## src/rtl/qeciphy_tx_framer.sv

```systemverilog
// rtl/qeciphy_tx_framer.sv - GTX TX framer: comma alignment burst, payload/idle words, periodic comma.
// Optional statistics counters enabled by QECIPHY_TX_FRAMER_STATS_EN.
module qeciphy_tx_framer #(
  parameter int COMMA_PERIOD = 1024,
  parameter int ALIGN_WORDS  = 64
) (
  input  logic        clk,
  input  logic        rst_n,
  input  logic        tx_enable,
  input  logic [31:0] s_axis_tdata,
  input  logic        s_axis_tvalid,
  output logic        s_axis_tready,
  output logic [31:0] gt_txdata,
  output logic [3:0]  gt_txcharisk,
  output logic        align_done,
  output logic [31:0] stat_data_cnt,
  output logic [31:0] stat_comma_cnt
);

  localparam logic [31:0] COMMA_WORD = 32'h4A4A4ABC;
  localparam logic [31:0] IDLE_WORD  = 32'h4A4A4A1C;
  localparam int CW = ($clog2(COMMA_PERIOD) < 1) ? 1 : $clog2(COMMA_PERIOD);
  localparam int AW = ($clog2(ALIGN_WORDS) < 1) ? 1 : $clog2(ALIGN_WORDS);
  localparam logic [CW-1:0] COMMA_LAST = CW'(COMMA_PERIOD - 1);
  localparam logic [AW-1:0] ALIGN_LAST = AW'(ALIGN_WORDS - 1);

  typedef enum logic [1:0] {ST_OFF, ST_ALIGN, ST_DATA} state_t;

  state_t        state, next_state;
  logic [AW-1:0] align_cnt, next_align;
  logic [CW-1:0] comma_cnt, next_comma;
  logic [31:0]   next_data;
  logic [3:0]    next_k;
  logic          comma_due;

  assign comma_due = (comma_cnt == COMMA_LAST);
  // Gated by tx_enable so nothing is accepted on the cycle the link is being torn down.
  assign s_axis_tready = tx_enable && (state == ST_DATA) && !comma_due;

  always_comb begin
    next_state = state;
    next_align = align_cnt;
    next_comma = comma_cnt;
    next_data  = COMMA_WORD;
    next_k     = 4'b0001;
    if (!tx_enable) begin
      next_state = ST_OFF;
      next_align = '0;
      next_comma = '0;
    end else begin
      case (state)
        // The comma emitted on the enabling edge is the first word of the burst.
        ST_OFF: begin
          if (ALIGN_WORDS == 1) begin
            next_state = ST_DATA;
          end else begin
            next_state = ST_ALIGN;
            next_align = AW'(1);
          end
        end
        ST_ALIGN: begin
          if (align_cnt == ALIGN_LAST) begin
            next_state = ST_DATA;
            next_align = '0;
          end else begin
            next_align = align_cnt + AW'(1);
          end
        end
        ST_DATA: begin
          if (comma_due) begin
            next_comma = '0;
          end else begin
            next_comma = comma_cnt + CW'(1);
            if (s_axis_tvalid) begin
              next_data = s_axis_tdata;
              next_k    = 4'b0000;
            end else begin
              next_data = IDLE_WORD;
            end
          end
        end
        default: next_state = ST_OFF;
      endcase
    end
  end

  always_ff @(posedge clk or negedge rst_n) begin
    if (!rst_n) begin
      state        <= ST_OFF;
      align_cnt    <= '0;
      comma_cnt    <= '0;
      gt_txdata    <= COMMA_WORD;
      gt_txcharisk <= 4'b0001;
      align_done   <= 1'b0;
    end else begin
      state        <= next_state;
      align_cnt    <= next_align;
      comma_cnt    <= next_comma;
      gt_txdata    <= next_data;
      gt_txcharisk <= next_k;
      align_done   <= tx_enable && (state == ST_DATA);
    end
  end

`ifdef QECIPHY_TX_FRAMER_STATS_EN
  logic [31:0] data_cnt_q, comma_cnt_q;

  always_ff @(posedge clk or negedge rst_n) begin
    if (!rst_n) begin
      data_cnt_q  <= '0;
      comma_cnt_q <= '0;
    end else begin
      if (next_k == 4'b0000) data_cnt_q <= data_cnt_q + 32'd1;
      if (next_k == 4'b0001 && next_data[7:0] == 8'hBC) comma_cnt_q <= comma_cnt_q + 32'd1;
    end
  end

  assign stat_data_cnt  = data_cnt_q;
  assign stat_comma_cnt = comma_cnt_q;
`else
  assign stat_data_cnt  = '0;
  assign stat_comma_cnt = '0;
`endif

endmodule

```

## config.mk

```make
export PLATFORM = sky130hd
export DESIGN_NAME = qeciphy_tx_framer
export DESIGN_NICKNAME = d
export VERILOG_FILES = /design/src/rtl/qeciphy_tx_framer.sv
export SDC_FILE = /design/constraint.sdc
export NUM_CORES = 1
export LEC_CHECK = 0
export ABC_AREA = 0
export CAP_MARGIN = 20
export CORE_MARGIN = 8
export CORE_UTILIZATION = 37
export CTS_BUF_LIST = sky130_fd_sc_hd__clkbuf_2
export DETAILED_ROUTE_END_ITERATION = 10
export PLACE_DENSITY = 0.84
export SLEW_MARGIN = 30
export SYNTH_ARGS = -nofsm -noshare
export SYNTH_HDL_FRONTEND = slang
export SYNTH_SLANG_ARGS = --single-unit
```

## constraint.sdc

```tcl
create_clock -name clk -period 1.5 [get_ports clk]
set_input_delay 0.3 -clock clk [delete_from_list [all_inputs] [get_ports clk]]
set_output_delay 0.3 -clock clk [all_outputs]
set_load 0.005 [all_outputs]
```

==> flow_summary.toml <==
[outcome]
status = "complete, but fails checks"
violations = "setup timing"

[yosys]
synth_area_per_cell_sq_um = 10.6
synth_top_cell_area_share = 0.357
synthFlopType = "dfrtp_1"
synthCells = 244
synthArstFlopShare = 1.00
syn-cell-area_sq_um = 2590
synth_area_leaders = "dfrtp_1 (36%), buf_4 (19%), dfstp_2 (15%)"
synth_most_common_cell = "buf_4"
yosys_warnings = 0
ys_top_cells_by_count = "buf_4 (67), dfrtp_1 (37), and3_1 (21)"
ys_types = 39
ys_seq_area_frac = 0.509
synth-edff-count = 0
yosys.area.top_type = "dfrtp_1"
synth_seq_cells = 52

[timing]
finalCritPeriodShare = 1.24
finalClockSkew_ns = 0.0227
timing.final.ws_setup_ns = -0.367
hold_violations = 0
holdWs_ns = 0.302
grt_setup_unrepaired = "yes"
max_freq_ghz = 0.536
period_minus_slack_ns = 1.87
finalSetupTns_ns = -3.70
slew_viol_final = 0
setup_viol = 24

[worst_setup_path]
cp_data_required_time_ns = 1.20
endpoint_kind = "output port"
reg2reg_depth = 7
crit_arrival_ns = 1.57
r2r_end = "gt_txdata[11]"
start_kind = "flip-flop"
r2r_slack_ns = -0.24
worst-setup-path-type = "reg -> out"
path_max_fanout = 2
timing.rr.start = "comma_cnt[0]"

[global_routing]
grt_max_degree = 29
grt_pass1_vias = 1967
grt_pass1_wl_um = 9110
gr-usage-all-layers = 0.112
gr-total-overflow = 0
grt_antenna_before_repair = 0

[route]
wl_met3_um = 501
first_pass_iters = 4
wirelength_um = 5720
routed.top_layer = "met4"
via_per_inst = 4.13
avgRoutedWirePerCell_um = 13.2
wl_met1_um = 2520
antenna_left = 0
wl_met2_um = 2620
vias = 1792
drt-initial-drc-count = 138
drc_errors = 0

[pwr]
powerDensity_nw_per_um2 = 657
peakVddDrop_uv = 322
p_leak_nw = 1.71
p_total_mw = 2.18

[clock_network]
clkTransAtPathRegs_ns = 0.26
cts_root_buffer = "clkbuf_2"
cts.path.max_buffers = 2
clk-insertion-delay-late_ns = 0.43
htree_num_levels = 2
cts_made_buffers = 5
cts.sinks = 52
cts_tree = "yes"

[floorplanning]
num_rows = 30
fp.dieArea_sq_um = 9940
fp.dieW_um = 99.7
start_util = 0.382
die_h_um = 99.7
core_region_area_sq_um = 6790
ios = 138

[placement]
place_congestion = 0.772
hpwl_um = 4520
dpl_cell_area_sq_um = 3310
portBuffers = 70

[layout]
drive_gt1_frac = 0.213
fin_nets = 375
areaGrowthSynthToFinish_pct = 28.1
antenna_cells = 0
fin_area_sq_um = 3320

[worst_hold_path]
worstHoldPathType = "in -> async"

[flow_run]
drv_cap = 0
==> layer usage <==
layer | global-route usage | vias to the layer above
li1 | - | 858
met1 | 0.132 | 817
met2 | 0.186 | 108
met4 | 0.0349 | 0
met5 | 0 | -
met3 | 0.0377 | 9
==> layout make-up <==
| cell class | count | area [sq um] |
|---|---|---|
| fillers | 594 | 3470 |
| flip-flops and latches | 52 | 1320 |
| clock inverters | 3 | 17.5 |
| clock buffers | 5 | 25.0 |
| repair buffers | 96 | 818 |
| inverters | 4 | 15.0 |
| multi-input cells | 178 | 1000 |
| well taps | 96 | 120 |
==> cell families after synthesis <==
logic type / count (synthesis) / synth area share
compound gates: 21 / 0.0579
xor+xnor: 5 / 0.0169
fa+ha+maj: 2 / 0.00965
buf+inv: 80 / 0.218
flops: 52 / 0.509
mux: 3 / 0.0125
other cells: 1 / 0.00145
simple gates: 80 / 0.175
==> state kept, by name (all words and copies together), names as in the netlist <==
register / flops
align_cnt: 6
state: 2
align_done: 1
gt_txdata: 32
comma_cnt: 10
gt_txcharisk: 1
==> cells in the final DEF (no fill, tap or decap), drive strengths merged, types with 3 or more instances in the layout <==
cell,instances
nand2,11
and3,21
dlygate4sd2,19
conb,67
nand3,6
and2,6
nand2b,15
a21oi,4
xnor2,3
buf,41
nor2b,3
o21ai,5
dfstp,15
inv,5
nor2,7
clkdlybuf4s50,34
clkbuf,6
dfrtp,37
==> power by group <==
group | total (mW) | switching (mW) | internal [mW]
combinational | 0.217 | 0.107 | 0.110
sequential | 1.42 | 0.00416 | 1.41
clock | 0.546 | 0.432 | 0.114
==> repair_timing <==
item	CTS	global route
hold buffers	1	0
gates resized for setup	82	9
pin swaps	3	5
setup endpoints to repair	74	43
buffers inserted	0	1
hold endpoints to repair	3	0
==> per-stage QoR <==
step	setup slack [ns]	utilization	cells
6_report	-0.367	0.489	434
5_1_grt	-0.451	0.489	434
4_1_cts	-0.438	0.486	433
3_5_place_dp	-0.571	0.488	424
3_3_place_gp	-0.560	0.488	424
2_1_floorplan	0.00408	-	310
==> worst max path at each step <==
| stage | from | end | slack [ns] | cells past startpoint |
|---|---|---|---|---|
| 6_report | comma_cnt[0] | s_axis_tready | -0.37 | 4 |
| 5_1_grt | comma_cnt[0] | s_axis_tready | -0.45 | 4 |
| 4_1_cts | comma_cnt[1] | s_axis_tready | -0.44 | 4 |
| 3_5_place_dp | tx_enable | s_axis_tready | -0.57 | 4 |
| 3_3_place_gp | tx_enable | s_axis_tready | -0.56 | 4 |
| 2_1_floorplan | comma_cnt[0] | comma_cnt[7] | 0.004 | 6 |
==> critical path, stage by stage, from the launching register on <==
cell and delay, ns:
dfrtp_1 0.45, ha_2 0.19, and3_4 0.16, a41oi_4 0.17
buf_2 0.16
(Power assumes the default switching activity.)
